## src/rtl/alu_stim_sequencer.sv

```systemverilog
// Issue stage for the 8-bit ALU: LFSR-generated operand pairs plus a function
// code stepped by the ALU status, released through a valid/ready handshake.
module alu_stim_sequencer #(
    parameter logic [15:0] SEED    = 16'hACE1,
    parameter int          HOLD    = 0,
    parameter int          NUM_OPS = 16
) (
    input  logic        clk,
    input  logic        rst_n,
    input  logic        start,
    input  logic        ready,
    input  logic [1:0]  regs,
    output logic [7:0]  rega,
    output logic [7:0]  regb,
    output logic [1:0]  regf,
    output logic        valid,
    output logic [15:0] op_count,
    output logic        done
);

    // An all-zero LFSR would lock up, so zero is replaced at reset.
    localparam logic [15:0] SEED_EFF  = (SEED == 16'h0000) ? 16'h0001 : SEED;
    localparam logic [15:0] NUM_OPS_W = 16'(NUM_OPS);
    localparam logic [15:0] HOLD_LAST = (HOLD > 0) ? 16'(HOLD - 1) : 16'h0000;
    localparam bit          USE_LIMIT = (NUM_OPS != 0);
    localparam bit          USE_HOLD  = (HOLD > 0);

    typedef enum logic [1:0] {
        ST_IDLE  = 2'd0,
        ST_ISSUE = 2'd1,
        ST_WAIT  = 2'd2,
        ST_DONE  = 2'd3
    } state_t;

    function automatic logic [15:0] lfsr_step(input logic [15:0] cur);
        return {cur[0] ^ cur[2] ^ cur[3] ^ cur[5] ^ cur[15], cur[15:1]};
    endfunction

    function automatic logic [1:0] func_next(input logic [1:0] f, input logic [1:0] s);
        logic [1:0] nf;
        case (f)
            2'd0:    nf = (s == 2'd0) ? 2'd2 : 2'd0;
            2'd1:    nf = 2'd3;
            2'd2:    nf = (s < 2'd3) ? 2'd1 : 2'd2;
            2'd3:    nf = 2'd0;
            default: nf = 2'd1;
        endcase
        return nf;
    endfunction

    state_t      state_r, state_s;
    logic [15:0] lfsr_r, lfsr_s;
    logic [7:0]  rega_r, regb_r;
    logic [1:0]  regf_r, regf_s;
    logic        valid_r, done_r, done_s;
    logic [15:0] cnt_r, cnt_s;
    logic [15:0] hold_r, hold_s;

    // Next-state and datapath update; all outputs are taken from registers.
    always_comb begin
        state_s = state_r;
        lfsr_s  = lfsr_r;
        regf_s  = regf_r;
        cnt_s   = cnt_r;
        done_s  = done_r;
        hold_s  = hold_r;
        case (state_r)
            ST_IDLE, ST_DONE: begin
                if (start) begin
                    state_s = ST_ISSUE;
                    cnt_s   = 16'h0000;
                    done_s  = 1'b0;
                end else begin
                    state_s = state_r;
                end
            end
            ST_ISSUE: begin
                if (ready) begin
                    lfsr_s = lfsr_step(lfsr_r);
                    regf_s = func_next(regf_r, regs);
                    cnt_s  = cnt_r + 16'h0001;
                    if (USE_LIMIT && (cnt_s == NUM_OPS_W)) begin
                        state_s = ST_DONE;
                        done_s  = 1'b1;
                    end else if (USE_HOLD) begin
                        state_s = ST_WAIT;
                        hold_s  = 16'h0000;
                    end else begin
                        state_s = ST_ISSUE;
                    end
                end else begin
                    state_s = ST_ISSUE;
                end
            end
            ST_WAIT: begin
                if (hold_r == HOLD_LAST) begin
                    state_s = ST_ISSUE;
                    hold_s  = 16'h0000;
                end else begin
                    hold_s  = hold_r + 16'h0001;
                end
            end
            default: begin
                state_s = ST_IDLE;
            end
        endcase
    end

    // State and output registers; operands reload from the next LFSR value.
    always_ff @(posedge clk or negedge rst_n) begin
        if (!rst_n) begin
            state_r <= ST_IDLE;
            lfsr_r  <= SEED_EFF;
            rega_r  <= SEED_EFF[7:0];
            regb_r  <= SEED_EFF[15:8];
            regf_r  <= 2'd1;
            valid_r <= 1'b0;
            cnt_r   <= 16'h0000;
            done_r  <= 1'b0;
            hold_r  <= 16'h0000;
        end else begin
            state_r <= state_s;
            lfsr_r  <= lfsr_s;
            rega_r  <= lfsr_s[7:0];
            regb_r  <= lfsr_s[15:8];
            regf_r  <= regf_s;
            valid_r <= (state_s == ST_ISSUE);
            cnt_r   <= cnt_s;
            done_r  <= done_s;
            hold_r  <= hold_s;
        end
    end

    assign rega     = rega_r;
    assign regb     = regb_r;
    assign regf     = regf_r;
    assign valid    = valid_r;
    assign op_count = cnt_r;
    assign done     = done_r;

endmodule

```

## config.mk

```make
export PLATFORM = sky130hd
export DESIGN_NAME = alu_stim_sequencer
export DESIGN_NICKNAME = d
export VERILOG_FILES = /design/src/rtl/alu_stim_sequencer.sv
export SDC_FILE = /design/constraint.sdc
export NUM_CORES = 1
export LEC_CHECK = 0
export CAP_MARGIN = 5
export CORE_MARGIN = 1
export CORE_UTILIZATION = 57
export CTS_CLUSTER_DIAMETER = 50
export CTS_CLUSTER_SIZE = 12
export DETAILED_ROUTE_END_ITERATION = 8
export DONT_BUFFER_PORTS = 1
export PLACE_DENSITY_LB_ADDON = 0.05
export SLEW_MARGIN = 10
export SYNTH_ARGS = -nofsm -noshare
export SYNTH_HDL_FRONTEND = slang
export SYNTH_SLANG_ARGS = --single-unit
```

## constraint.sdc

```tcl
create_clock -name clk -period 2.4 [get_ports clk]
set_clock_uncertainty 0.2 [all_clocks]
set_input_delay 0.36 -clock clk [delete_from_list [all_inputs] [get_ports clk]]
set_output_delay 0.36 -clock clk [all_outputs]
set_load 0.005 [all_outputs]
```

Yosys cells after proc, flatten, opt, wreduce, memory -nomap -nowiden. Index checks and enable logic that the tools add are counted.

Flip-flop bits (word level): 70. Output and inout bits: 36.

Add/subtract/negate cells: 2. $lt $le $gt $ge: 1. Equality and inequality tests: 11. Multiplexer cells: 18. Bitwise gates (word level): 4. Reduce and logical (&&, ||, !) cells: 9.

Operators with widths (count): 2-to-1 mux 16 bit (5); adder 16 x 1 -> 16 bit, second input constant (2); one-hot mux 16 bit (2 select lines) (1); == test 16 x 5 -> 1 bit, second input constant (1); logical NOT 16 bit (1); 2-to-1 mux 2 bit (6); == test 2 bit, second input constant (4); one-hot mux 2 bit (4 select lines) (1); == test 2 x 1 -> 1 bit, second input constant (3); logical NOT 2 bit (3); != test 2 bit, second input constant (3); one-hot mux 2 bit (3 select lines) (1); AND reduction 4 bit (1); XOR 1 bit (4); 2-to-1 mux 1 bit (3); AND reduction 3 bit (1); < comparator 2 bit, second input constant (1); one-hot mux 1 bit (2 select lines) (1); AND reduction 2 bit (1); nonzero test 2 bit (1); OR reduction 2 bit (1).

Longest topological paths before layout.
Depth in word-level cells: 6. Gate-level depth with buffers: 9. Gate-level depth less buffers: 7.

Worst setup path after synthesis. No wires, ideal clock.

Kind: register -> register. Start point: register cnt_r[3], in the netlist op_count[3]. End point: register valid_r, in the netlist valid. Setup time: 0.129 ns. Arrival: 2.085 ns. Required time: 2.071 ns. Path slack: -0.014 ns. Cell stages (with the launch flop): 7. Clock period less this slack: 2.414 ns. Cells stage by stage: dfrtp_1 buf_2 nand4_2 or4_4 a2111oi_2 nand4_1 o41a_1.

Cells in the longest elaborated chain, start to end: 6.

RTL lines: start: declaration (RTL line 56) `logic [15:0] cnt_r, cnt_s;`; start signal: assignment (RTL line 128) `cnt_r <= cnt_s;`; adder 16 x 1 -> 16 bit (RTL line 81) `cnt_s = cnt_r + 16'h0001;`; == test 16 x 5 -> 1 bit (RTL line 82) `if (USE_LIMIT && (cnt_s == NUM_OPS_W)) begin`; 2-to-1 mux 2 bit (RTL line 82); 2-to-1 mux 2 bit (RTL line 78) `if (ready) begin`; one-hot mux 2 bit (3 select lines) (RTL line 67) `case (state_r)`; == test 2 x 1 -> 1 bit (RTL line 127) `valid_r <= (state_s == ST_ISSUE);`; end signal: assignment (RTL line 127); end: declaration (RTL line 55) `logic valid_r, done_r, done_s;`.

Every way passes these cells. A chain may end at the register's enable or synchronous reset.

Worst setup path in the final report.
Start point: register cnt_r[6], in the netlist op_count[6]. End point: register valid_r, in the netlist valid.

Same word-level chain as after synthesis.

==> impl_metrics.env <==
export IMPL_status="completed"
export IMPL_die_height_microns=72.08
export IMPL_overflow=0
export IMPL_vias=2129
export IMPL_synthMuxAreaShare_pct=6.392
export IMPL_slowest_delay_ns=0.55
export IMPL_initial_utilization_pct=59.26
export IMPL_dp_hpwl_mm=3.968
export IMPL_synth_top_family_by_area="simple AND/OR/NAND/NOR gates"
export IMPL_drive_above_1_share_pct=23.39
export IMPL_required_ns=2.40
export IMPL_dp_cells=352
export IMPL_r2r_slack_ns=0.09
export IMPL_htree_levels=2
export IMPL_hold_viol=0
export IMPL_ys_warn_count=0
export IMPL_worstSkewPairLatency_ns=0.31
export IMPL_row_count=25
export IMPL_grt_max_degree=55
export IMPL_die_w_microns=72.08
export IMPL_min_delay_start="start"
export IMPL_synth_edf_count=0
export IMPL_rsz0062_at_grt="true"
export IMPL_min_path_type="input port to register"
export IMPL_yosys_area_share_adder_pct=2.682
export IMPL_ys_seq_area_share_pct=48.68
export IMPL_r2r_cells=5
export IMPL_cp_buffers_inverters=0
export IMPL_instances_no_fill=362
export IMPL_startpoint_type="register"
export IMPL_yosys_most_used_dff="dfrtp_1"
export IMPL_r2r_start="op_count[6]"
export IMPL_fin_crit_ns=2.313
export IMPL_grt_pass1_vias=2027
export IMPL_synthTopCellsByCount="dfrtp_1 (45), o21ai_0 (26), nor2_1 (22)"
export IMPL_synth_simple_area_share_pct=18.60
export IMPL_ant_nets=0
export IMPL_syn_nets=288
export IMPL_final_area_sq_mm=0.003197
export IMPL_finish_net_count=306
export IMPL_ys_seq_elements=54
export IMPL_first_pass_iters=4
export IMPL_fmax_mhz=432.4
export IMPL_drc=0
export IMPL_num_antenna_cells=0
export IMPL_worstPathArrival_ns=2.31
export IMPL_crit_chain="nand4_4 -> or4_4 -> a2111oi_4 -> nand4_1 -> o41a_1"
export IMPL_cts_sinks=54
export IMPL_max_cap_viol_count=0
export IMPL_async_reset_ff_share_pct=100.0
export IMPL_synth_compound_area_share_pct=13.90
export IMPL_ios=42
export IMPL_cts_buffers=5
export IMPL_setup_viol_count_final=0
export IMPL_min_to="done"
export IMPL_min_path_cells=3
export IMPL_critical_path_top_delay_family="simple AND/OR/NAND/NOR gates"
export IMPL_wirelength_mm=5.758
export IMPL_tightest_slew_ns=0.5119
export IMPL_clkTransAtPathRegs_ns=0.10
export IMPL_track_usage_pct=23.72
export IMPL_power_leakage_uw=0.001384
export IMPL_post_synth_num_cell_types=48
export IMPL_netlist_area_sq_mm=0.002799
export IMPL_cpMaxStageDelayCell="or4_4"
export IMPL_wl_per_cell_microns=15.91
export IMPL_yosysTopAreaCell="dfrtp_1"
export IMPL_cts_setup_buffers=0
export IMPL_synth_area_leaders="dfrtp_1 (40%), dfstp_2 (8.4%), mux2_2 (6.0%)"
export IMPL_synthCells=276
export IMPL_cts_root_buf="clkbuf_8"
export IMPL_antenna_found_initial=0
export IMPL_gpl_final_weighted_congestion=0.7920
export IMPL_finalCritPeriodShare_pct=96.36
export IMPL_ir_drop_uv=629.3
export IMPL_avgSynthCellArea_sq_um=10.14
export IMPL_syn2layout_area_growth_pct=14.22
export IMPL_placed_area_sq_mm=0.003000
export IMPL_r2r_end="valid"
export IMPL_tritoncts="built"
export IMPL_final_max_slew_violation_count=0
export IMPL_whs_ns=0.04902
export IMPL_crit_type="register to register"
export IMPL_grt_first_pass_wirelength_mm=9.515
export IMPL_power_uw=2100
export IMPL_fin_tns_setup_ns=0
export IMPL_drtIter0Drc=151
export IMPL_core_area_sq_mm=0.004723
export IMPL_relSlewSlack_pct=65.56
export IMPL_crit_path_max_fanout=3
export IMPL_worst_setup_path_end_kind="register"
export IMPL_port_buffers=0
export IMPL_synth_most_common_cell="dfrtp_1"
export IMPL_power_density_mw_per_mm2=657.0
export IMPL_cts_buffer_depth=2
export IMPL_viasPerCell=5.881
export IMPL_die_area_sq_mm=0.005195
export IMPL_synth_xor_area_share_pct=6.258
export IMPL_synth_top_area_share_pct=40.23
registers in the layout (all words and copies together), names as in the netlist, named ones only:
signal / flops
lfsr_r: 2
regf: 1
valid: 1
rega: 7
hold_r: 16
state_r: 2
op_count: 16
regb: 7
done: 1
routing by layer:
layer | share of wire [%] | GRT usage, % | vias up
met5 | 0 | 0 | -
met4 | 1.6 | 8.932 | 0
met3 | 5.6 | 6.667 | 9
met2 | 45 | 36.34 | 54
met1 | 48 | 32.18 | 1034
li1 | - | - | 1032
layout by cell type (no fill, tap or decap), drive strengths merged, types with 9 or more instances in the layout:
cell type and n:
o21ai 28, xnor2 13, nand3 10, o31ai 9, dfrtp 45, mux2 15
inv 11, dfstp 9, nor2 22, nand4 13, buf 23, nand2 20
metrics by stage:
stage               util, %  setup WS (ns)
global placement      63.52         0.1260
floorplan                 -       0.008188
CTS                   67.23        0.04231
detailed placement    63.52        0.06552
global route          67.68       -0.01095
finish                67.68        0.08743
where the power goes:
group	leakage, uW	total [uW]	switching (uW)	internal, uW
combinational	0.000611	345	205	140
clock	0.0000683	727	309	418
sequential	0.000705	1030	61.5	967
kinds of logic (layout without fill, tap and decap cells):
kind of cell    count (synthesis)  count (layout)
flops                          54              54
compound gates                 59              59
buf+inv                        24              43
simple gates                   97              97
fa+ha+maj                       6               6
xor+xnor                       20              20
mux                            16              16
worst reg2reg max path: cells and delay by family, from the launching register on:
kind / cells / cell delay, ns
AND/OR/NAND/NOR: 3 / 0.83
flip-flops: 1 / 0.41
AO/OA/AOI/OAI: 2 / 0.76
what timing repair did:
item,in CTS,in global routing
hold buffers,2,0
endpoints found under the setup margin,0,2
gates resized for setup,0,4
hold endpoints to repair,54,0
worst max path at each step:
| stage | from | to | slack [ns] | cells past startpoint |
|---|---|---|---|---|
| 6_report | op_count[6] | valid | 0.09 | 5 |
| 5_1_grt | op_count[0] | valid | -0.01 | 5 |
| 4_1_cts | op_count[1] | valid | 0.04 | 5 |
| 3_5_place_dp | op_count[1] | valid | 0.07 | 5 |
| 3_3_place_gp | op_count[1] | valid | 0.13 | 5 |
| 2_1_floorplan | op_count[5] | valid | 0.008 | 6 |
final cells by class:
cell class,instances,area (sq um)
sequential,54,1364
multi-input combinational,198,1368
inverter,11,41.29
fill,371,1526
timing repair buffer,24,202.7
tap,67,83.83
clock inverter,3,68.82
clock buffer,5,68.82
Power figures use the tool's default switching activity.
